==> src/rtl/enc_pkg.sv <==
// Shared definitions for the request encoder family: selection modes and
// code-width helper.
package enc_pkg;

  typedef enum logic {
    MODE_FIXED = 1'b0,
    MODE_RR    = 1'b1
  } mode_e;

  localparam int N_MIN = 2;
  localparam int N_MAX = 256;

  // Code width for n request lines, never narrower than one bit.
  function automatic int clog2_min1(input int n);
    return (n < 2) ? 1 : $clog2(n);
  endfunction

endpackage

==> src/rtl/prio_find.sv <==
// Combinational find-first-set over a vector, starting the search at i_start
// and wrapping modulo N. Reports whether any bit is set and its index.
module prio_find
  import enc_pkg::*;
#(
  parameter  int N = 8,
  localparam int W = clog2_min1(N)
) (
  input  logic [N-1:0] i_vec,
  input  logic [W-1:0] i_start,
  output logic         o_found,
  output logic [W-1:0] o_idx
);

  logic [N-1:0] w_rot;
  logic [W-1:0] w_pos;

  // Rotate the vector so that bit i_start lands at position 0 (modulo N).
  always_comb begin
    w_rot = '0;
    for (int unsigned i = 0; i < N; i++) begin
      int unsigned j;
      j = i + 32'(i_start);
      if (j >= N) j = j - N;
      w_rot[i] = i_vec[j[W-1:0]];
    end
  end

  // Lowest set position of the rotated vector; scanning downwards lets the
  // lowest hit overwrite any higher one.
  always_comb begin
    w_pos = '0;
    for (int unsigned i = N; i > 0; i--) begin
      if (w_rot[i-1]) w_pos = W'(i - 1);
    end
  end

  // Undo the rotation to recover the absolute index.
  always_comb begin
    int unsigned sum;
    o_found = |i_vec;
    sum     = 32'(w_pos) + 32'(i_start);
    if (sum >= N) sum = sum - N;
    o_idx   = W'(sum);
  end

endmodule

==> src/rtl/prio_encoder_rr.sv <==
// Registered N-to-log2(N) request encoder. Request pulses are captured into a
// pending vector; one index per accepted transfer is emitted on a valid/ready
// stream, chosen by fixed priority (lowest index) or round-robin.
module prio_encoder_rr
  import enc_pkg::*;
#(
  parameter  int    N    = 8,
  parameter  mode_e MODE = MODE_FIXED,
  localparam int    W    = clog2_min1(N)
) (
  input  logic         clk,
  input  logic         rst,
  input  logic [N-1:0] req,
  input  logic         out_ready,
  output logic         out_valid,
  output logic [W-1:0] out_code,
  output logic         out_multi,
  output logic [N-1:0] pending
);

  if (N < N_MIN || N > N_MAX) begin : g_bad_n
    $error("prio_encoder_rr: N=%0d outside legal range 2..256", N);
  end

  logic [N-1:0] r_pending;
  logic         r_valid;
  logic [W-1:0] r_code;
  logic         r_multi;
  logic [W-1:0] r_last;

  logic [N-1:0] w_cand;
  logic [N-1:0] w_onehot;
  logic         w_slot_free;
  logic         w_found;
  logic         w_multi;
  logic [W-1:0] w_start;
  logic [W-1:0] w_grant;

  // Candidate set, free output slot and more-than-one-candidate detect.
  always_comb begin
    w_cand      = r_pending | req;
    w_slot_free = !r_valid || out_ready;
    w_multi     = |(w_cand & (w_cand - N'(1)));
  end

  // Search origin: one past the last grant in round-robin, index 0 otherwise.
  always_comb begin
    w_start = '0;
    if (MODE == MODE_RR) begin
      w_start = (r_last == W'(N - 1)) ? '0 : r_last + 1'b1;
    end
  end

  prio_find #(
    .N(N)
  ) u_find (
    .i_vec   (w_cand),
    .i_start (w_start),
    .o_found (w_found),
    .o_idx   (w_grant)
  );

  // One-hot mask of the bit being granted, cleared from pending on grant.
  always_comb begin
    w_onehot = N'(1) << w_grant;
  end

  // Pending vector and output register: grant when the slot is free,
  // otherwise hold the output and keep accumulating requests.
  always_ff @(posedge clk or posedge rst) begin
    if (rst) begin
      r_pending <= '0;
      r_valid   <= 1'b0;
      r_code    <= '0;
      r_multi   <= 1'b0;
    end else if (w_slot_free) begin
      if (w_found) begin
        r_code    <= w_grant;
        r_valid   <= 1'b1;
        r_multi   <= w_multi;
        r_pending <= w_cand & ~w_onehot;
      end else begin
        r_valid   <= 1'b0;
        r_pending <= w_cand;
      end
    end else begin
      r_pending <= w_cand;
    end
  end

  // Round-robin pointer: remembers the most recent grant; reset to N-1 so
  // the first search starts at index 0.
  always_ff @(posedge clk or posedge rst) begin
    if (rst) begin
      r_last <= W'(N - 1);
    end else if (MODE == MODE_RR && w_slot_free && w_found) begin
      r_last <= w_grant;
    end
  end

  assign out_valid = r_valid;
  assign out_code  = r_code;
  assign out_multi = r_multi;
  assign pending   = r_pending;

endmodule

==> config.mk <==
export PLATFORM = sky130hd
export DESIGN_NAME = prio_encoder_rr
export DESIGN_NICKNAME = d
export VERILOG_FILES = /design/src/rtl/enc_pkg.sv /design/src/rtl/prio_find.sv /design/src/rtl/prio_encoder_rr.sv
export SDC_FILE = /design/constraint.sdc
export NUM_CORES = 1
export LEC_CHECK = 0
export ABC_CLOCK_PERIOD_IN_PS = 1450
export CORE_MARGIN = 2
export CORE_UTILIZATION = 38
export DETAILED_ROUTE_END_ITERATION = 12
export GPL_TIMING_DRIVEN = 0
export PLACE_DENSITY = 0.79
export SLEW_MARGIN = 25
export SYNTH_ARGS = -nofsm -noshare
export SYNTH_HDL_FRONTEND = slang
export SYNTH_SLANG_ARGS = --single-unit
export TNS_END_PERCENT = 20
==> constraint.sdc <==
create_clock -name clk -period 1.45 [get_ports clk]
set_input_delay 0.145 -clock clk [delete_from_list [all_inputs] [get_ports clk]]
set_output_delay 0.145 -clock clk [all_outputs]
set_load 0.02 [all_outputs]
==> results.md, run 1 <==
Clock network:
- The number of H-tree levels is 1.
- The number of buffers inserted for hold repair after clock tree synthesis is 0.
- The deepest clock path buffer count is 2.
- After clock tree synthesis, the clock-pin slew on the worst setup and hold paths is 70 ps.
- The clock net in this run drives a total of 13 sinks.
- The insertion delay to the later sink of the worst-skew pair is about 280 ps.
- TritonCTS built the clock tree.
- The number of clock buffers added by TritonCTS is 3.
- Clock tree synthesis selected as its root buffer the cell clkbuf_4.

Finish:
- Of the cells placed in the final design, the portion with a size suffix greater than 1 is 0.316.
- The growth of design area from synthesis to finish is 59.6%.
- The number of antenna diodes in the final layout is 0.
- Once layout is complete, the utilization of the core stands at 0.632.
- The final layout contains between 100 and 150 nets.
- Fill cells in the final layout number between 100 and 150.

Global route:
- The sum of overflow across all layers after global routing is 0.
- The wire length of the first global-routing pass is 2720 um.
- Across every metal layer, demand over resource in global routing totals 0.187.
- The number of global-route vias before repair is 604.
- The pin count of the biggest net entering global routing is 14.
- The initial antenna violation count is 0.

Worst setup path:
- For this design, the slowest cell found on the critical path is dfrtp_1.
- The startpoint of the worst register-to-register path is pending[0].
- STA classifies the critical path startpoint as a flip-flop.
- The number of buffers and inverters on the critical path is 0.
- Traced cell by cell, the critical path runs through nor4_4 > and3_4 > a31oi_4 > mux2_4.
- The arrival time of the worst setup path is ~1700 ps.
- The kind of cell adding the most delay to the critical path is simple AND/OR/NAND/NOR gates.
- The largest stage delay on the critical path is 420 ps.
- Of all nets on the critical path, the largest fanout is 4.
- The type of the worst setup path is flip-flop to flip-flop.
- For the worst setup path, the data required time is 1620 ps.
- The slack of the worst reg-to-reg path is -100 ps.
- The depth of the worst register-to-register path is 4.
- The capturing element type of the critical path is a flip-flop.
- The worst register-to-register path ends at out_code[0].

Drt:
- The pre-antenna-repair detailed-routing pass consisted of 4 iterations.
- The violation count after the first detailed-route iteration is 9.
- After detailed routing, the number of remaining DRC violations is 0.
- The total number of vias is 637.
- Dividing the detail-routed wire length by the instance count gives 13.5 um.
- The count of nets left with antenna violations once routing finished came out at 0.
- The mean number of vias per cell is 5.18.
- The final wirelength is 1660 um.

STA:
- The share of the clock period used by the worst path after layout is 1.07.
- The timing-limited maximum frequency is 0.645 GHz.
- Across all setup checks in the final design, the least slack found is -101 ps.
- Setup repair after global routing could not meet its margin everywhere.
- For the finished layout, the period the worst path requires is 1550 ps.
- On the final layout, the worst clock skew is 1.09 ps.
- Measured against its own limit, the worst slew margin works out to 0.672.
- The number of failing setup endpoints in the final timing report is 4.
- The hold violation count in the final report came to 0.
- For the pin with the worst max-slew slack, the measured transition is 489 ps.
- The final count of pins violating max slew is 0.
- Setup total negative slack on the finished layout was measured at -291 ps.
- The worst hold slack after final layout is approximately 180 ps.

Synth:
- The mapped netlist covers slightly below 700 sq um.
- The synthesized area per cell is 10.4 sq um.
- The number of different library cells in the post-synthesis netlist is 22.
- The async set-reset flop share out of synthesis is 1.00.
- Of the synthesized area, sequential elements account for 0.481.
- The flop and latch count out of synthesis is 13.
- During synthesis, Yosys emitted a total of 0 warnings.
- The share of Yosys cell area claimed by the top area cell type is 0.481.
- When the netlist entered floorplanning its net count stood at 76.
- Counting flops with a built-in enable in the synthesized netlist gives 0.
- The gate count of the mapped netlist is 65.
- By area the synthesized netlist is led by dfrtp_1, nor2_1, nor4_4, a21oi_1, nor4_2.
- The most area-hungry cell type in the Yosys netlist is dfrtp_1.
- The flip-flop cell with the highest count after synthesis is dfrtp_1.

Floorplan:
- The width of the die is 46.2 um.
- The vertical extent of the die is 46.2 um.
- The area inside the core boundary is approximately 0.0017 sq mm.
- The number of placed I/O pins is 24.
- Row generation in the floorplan step produced 15 rows.
- The starting density of the core is 0.396.
- The floorplan step defined a die boundary enclosing 0.00213 sq mm.

Place:
- Buffers placed on the I/O ports in this run total 23.
- Prior to clock tree synthesis, the placed netlist has a worst setup slack of -442 ps.
- The placed wire-length estimate after detailed placement is 1110 um.
- The congestion estimate from routability-driven global placement came to 0.905.

Status:
- The checks that failed: negative setup slack.
- The flow ran to the end, but the final reports show violations.

Pwr:
- The total power consumption of the routed design is 742 uW.
- The peak supply drop is 0.000641 V.
- The static leakage power is 0.369 nW.
- The total power density per cell area is 688 mW/mm^2.

Run:
- Max-cap violations in this run came to 0.

Worst hold path:
- The class of the worst hold path is input pin to async pin.
==> layout make-up <==
cell class | count | area [sq um] | area share
Multi-Input combinational cell | 48 | 384 | 0.356
Sequential cell | 13 | 328 | 0.304
Timing Repair Buffer | 30 | 298 | 0.276
Tap cell | 25 | 31.3 | 0.0290
Clock buffer | 4 | 26.3 | 0.0244
Inverter | 3 | 11.3 | 0.0104
==> metrics by stage <==
step	instances	area, sq um
2_1_floorplan	65	677
3_3_place_gp	113	938
6_report	123	1080
4_1_cts	124	1060
5_1_grt	123	1080
3_5_place_dp	113	938
==> flip-flops by register name (all words and copies together) (netlist names) <==
signal,cells
pending,8
out_code,3
out_multi,1
out_valid,1
==> how the worst max path moves through the flow <==
stage | from | endpoint | cells past startpoint
floorplan | pending[1] | out_code[0] | 4
global placement | req[7] | pending[4] | 6
detailed placement | req[5] | pending[4] | 6
CTS | pending[5] | out_code[0] | 5
global route | pending[0] | out_multi | 5
finish | pending[0] | out_code[0] | 4
==> cells in the final DEF, fill, tap and decap left out, types with 3 or more instances in the layout <==
| cell type | count |
|---|---|
| clkdlybuf4s50_1 | 16 |
| dfrtp_1 | 11 |
| nor2_1 | 8 |
| nor2_2 | 5 |
| a21oi_1 | 5 |
| dlygate4sd2_1 | 5 |
| buf_4 | 5 |
| o21ai_0 | 4 |
| inv_1 | 3 |
| nor4_4 | 3 |
| a31oi_1 | 3 |
| clkbuf_4 | 3 |
==> Yosys cell counts, drive strengths merged, types with 2 or more instances <==
master,number
nor2,15
a21oi,6
a31oi,4
o21ai,5
nand3,2
nand2,3
o31a,2
dfrtp,13
nor4,4
inv,3
==> report_power, final <==
| part | internal, mW | switching, mW | leakage (nW) | total (mW) |
|---|---|---|---|---|
| combinational | 0.0682 | 0.0671 | 0.224 | 0.135 |
| sequential | 0.376 | 0.0130 | 0.130 | 0.389 |
| clock | 0.107 | 0.110 | 0.0150 | 0.217 |
| total | 0.551 | 0.190 | 0.369 | 0.742 |
==> kinds of logic (layout without fill, tap and decap cells) <==
family / count (synthesis) / count (layout) / share of synthesized area
flip-flops: 13 / 13 / 0.481
AND/OR/NAND/NOR: 26 / 26 / 0.252
multiplexers: 1 / 1 / 0.0222
AO/OA/AOI/OAI: 21 / 21 / 0.222
buffers and inverters: 4 / 37 / 0.0222
==> layer usage <==
| metal | vias up | track usage | routed length [um] |
|---|---|---|---|
| li1 | 304 | - | - |
| met1 | 312 | 0.224 | 688 |
| met2 | 19 | 0.308 | 855 |
| met3 | 2 | 0.0745 | 99 |
| met4 | 0 | 0.0514 | 14 |
| met5 | - | 0 | 0 |
==> timing repair <==
| action | CTS | global route |
|---|---|---|
| setup endpoints to repair | 14 | 11 |
| resized for setup | 12 | 8 |
| setup buffers | 7 | 0 |
| pin swaps | 7 | 7 |
| gates cloned | 0 | 0 |
No activity file was read; power rests on OpenSTA's default activity.
==> run 2: changes to the inputs <==
--- a/config.mk
+++ b/config.mk
@@ -8,6 +8,7 @@
 export ABC_CLOCK_PERIOD_IN_PS = 1450
 export CORE_MARGIN = 2
 export CORE_UTILIZATION = 38
+export CTS_CLUSTER_SIZE = 30
 export DETAILED_ROUTE_END_ITERATION = 12
 export GPL_TIMING_DRIVEN = 0
 export PLACE_DENSITY = 0.79
==> results of run 2 <==
Final layout, timing and power as in run 1 (identical DEF).
==> run 3: changes to the inputs <==
--- a/config.mk
+++ b/config.mk
@@ -5,7 +5,7 @@
 export SDC_FILE = /design/constraint.sdc
 export NUM_CORES = 1
 export LEC_CHECK = 0
-export ABC_CLOCK_PERIOD_IN_PS = 1450
+export ABC_CLOCK_PERIOD_IN_PS = 1270
 export CORE_MARGIN = 2
 export CORE_UTILIZATION = 38
 export CTS_CLUSTER_SIZE = 30
==> constraint.sdc (replaced) <==
create_clock -name clk -period 1.27 [get_ports clk]
set_input_delay 0.127 -clock clk [delete_from_list [all_inputs] [get_ports clk]]
set_output_delay 0.127 -clock clk [all_outputs]
set_load 0.02 [all_outputs]
==> results.md, run 3 (synthesized netlist as in run 1, its figures left out) <==
Status:
- The run finished, with violations left.
- The final reports fail on negative setup slack.

Run:
- The number of maximum-capacitance violations is 0 (unchanged).

Worst setup path:
- The startpoint type of the worst setup path is a flip-flop.
- The critical path data required time was 1440 ps (-180 ps).
- The largest stage delay on the critical path was 420 ps (about the same).
- The arrival time of the worst setup path is 1720 ps (about the same).
- The critical path's slowest cell is dfrtp_1.
- The critical path buffer and inverter count was 0 (unchanged).
- Traced cell by cell, the critical path runs through nor4_4 > and3_4 > a31oi_4 > mux2_4.
- The kind of cell adding the most delay to the critical path is simple AND/OR/NAND/NOR gates.
- The type of the worst setup path is flip-flop to flip-flop.
- The highest net fanout along the worst path came to 4 (unchanged).
- The worst setup path is captured at a flip-flop.

Drt:
- The total DRC errors in the routed layout is 0 (unchanged).
- The violation count after the first detailed-route iteration came to 10 (+1).
- The remaining number of nets flagged by the antenna check after routing is 0 (unchanged).
- The total number of vias is 645 (+1.3%).
- The number of detailed-route iterations in the first pass is 4 (unchanged).
- The final wirelength is 1680 um (+1.1%).
- The mean number of vias per cell is 5.20 (+0.44%).
- The mean routed wirelength per cell was 13.5 um (+0.33%).

Place:
- The placed wire-length estimate after detailed placement is 1110 um (unchanged).
- The number of port buffers came to 23 (unchanged).
- The final RePlAce weighted congestion is 0.905 (unchanged).

Floorplan:
- The vertical extent of the die came to 46.2 um (unchanged).
- The area inside the core boundary is 0.00171 sq mm (unchanged).
- The total number of placement rows is 15 (unchanged).
- The width of the die is 46.2 um (unchanged).
- The starting density of the core is 0.396 (unchanged).
- The number of placed I/O pins was 24 (unchanged).
- The area enclosed by the die boundary is 0.00213 sq mm (unchanged).

STA:
- The remaining max-slew budget at the tightest pin is 0.674 (+0.00278).
- The timing-limited maximum frequency came to 0.644 GHz (about the same).
- The worst-margin pin slew is 488 ps (-1.03 ps).
- The number of failing setup endpoints in the final timing report is 9 (+5).
- The worst hold slack after final layout is 162 ps (-17.5 ps).
- The hold violation count in the final report is 0 (unchanged).
- The worst setup skew after layout is 0.585 ps (-0.502 ps).
- The minimum setup slack in the final design is -283 ps (-181 ps).
- The final count of pins violating max slew came to 0 (unchanged).
- The share of the clock period used by the worst path after layout is 1.22 (+0.153).
- The minimum period implied by the final worst setup slack came to 1550 ps (+1.12 ps).
- Setup repair after global routing could not meet its margin everywhere.

Finish:
- The number of flip-flops under the largest register name came to 8 (unchanged).
- The utilization after layout is 0.629 (-0.00220).
- The number of diodes is 0 (unchanged).
- The count of fill cells added during filler insertion was 149 (+1.4%).
- The fraction of final layout cells sized beyond drive strength 1 is 0.333 (+0.0170).
- The library cell used most frequently in the layout, excluding fill and tap cells, is dlygate4sd2_1.
- The layout net count is 111 (+0.91%).
- The top cell types in the final layout, fill and taps aside, are dlygate4sd2_1, dfrtp_1, clkdlybuf4s50_1.
- Relative to the synthesized area, the layout overhead comes to 59.1%.

Pwr:
- The total power density per cell area is 783 mW/mm^2 (+14%).
- The total power consumption of the routed design came to 842 uW (+13%).
- The static leakage power came to 0.383 nW (+3.7%).
- The peak supply drop came to 0.000734 V (+15%).

Clock network:
- The number of buffers inserted for hold repair after clock tree synthesis is 0 (unchanged).
- The TritonCTS clock tree is yes.
- The clock net sink count is 13 (unchanged).
- The CTS buffer count was 3 (unchanged).
- The clock edge transition at the registers on the reported setup and hold paths is 70 ps (about the same).
- The insertion delay to the later sink of the worst-skew pair was 280 ps (about the same).
- The deepest clock path buffer count is 2 (unchanged).
- The clock root buffer master is clkbuf_4.
- The number of H-tree levels is 1 (unchanged).

Global route:
- The wire length of the first global-routing pass was 2720 um (unchanged).
- The initial antenna violation count came to 0 (unchanged).
- The all-layer global routing usage is 0.187 (unchanged).
- The number of global-route vias before repair is 603 (-0.17%).
- The pin count of the biggest net entering global routing is 14 (unchanged).
- The sum of overflow across all layers after global routing was 0 (unchanged).

Worst hold path:
- The worst hold path belongs to the class input pin to async pin.
[run 3: cell types whose count changed in the layout (fill, tap and decap cells not counted), sizes merged]
cell           change
clkdlybuf4s15      +1
buf                +1
dlymetal6s2s       -2
clkdlybuf4s50      -6
dlygate4sd2        +7
[run 3: layer usage]
layer | global-route usage | vias to the layer above | share of wire
met5 | 0 | - | 0
met4 | 0.0514 | 0 | 0.018
met3 | 0.0745 | 5 | 0.061
met2 | 0.306 | 25 | 0.50
met1 | 0.226 | 307 | 0.42
li1 | - | 308 | -
[run 3: power by group]
part | switching [mW] | internal, mW
clock | 0.129 | 0.122
sequential | 0.0140 | 0.430
combinational | 0.0767 | 0.0698
total | 0.220 | 0.621
[run 3: final cells by class]
| cell class | instances | area (sq um) | share of cell area |
|---|---|---|---|
| Sequential cell | 13 | 328 | 0.305 |
| Multi-Input combinational cell | 48 | 389 | 0.362 |
| Timing Repair Buffer | 31 | 289 | 0.269 |
| Clock buffer | 4 | 26.3 | 0.0244 |
| Tap cell | 25 | 31.3 | 0.0291 |
| Inverter | 3 | 11.3 | 0.0105 |
[run 3: final timing paths]
kind	slack [ps]	start	endpoint	cells past startpoint
min	160	rst	pending[6]	2
max	-280	pending[0]	out_code[0]	4
min reg2reg	530	out_code[2]	out_code[2]	1
min in group clk	530	out_code[2]	out_code[2]	1
max reg2reg	-280	pending[0]	out_code[0]	4
max in group asynchronous	750	rst	pending[1]	2
[run 3: what timing repair did]
action / 4_1_cts / 5_1_grt
resized for setup: 24 / 4
endpoints found under the setup margin: 22 / 9
buffers inserted: 7 / 1
pin swaps: 7 / 6
[run 3: per-stage QoR]
step / instances / worst slack (ps) / area [sq um] / TNS [ps]
6_report: 124 / -283 / 1070 / -1560
5_1_grt: 124 / -346 / 1070 / -2130
4_1_cts: 124 / -292 / 1060 / -1660
3_5_place_dp: 113 / -604 / 938 / -4310
3_3_place_gp: 113 / -593 / 938 / -4170
2_1_floorplan: 65 / -343 / 677 / -1710
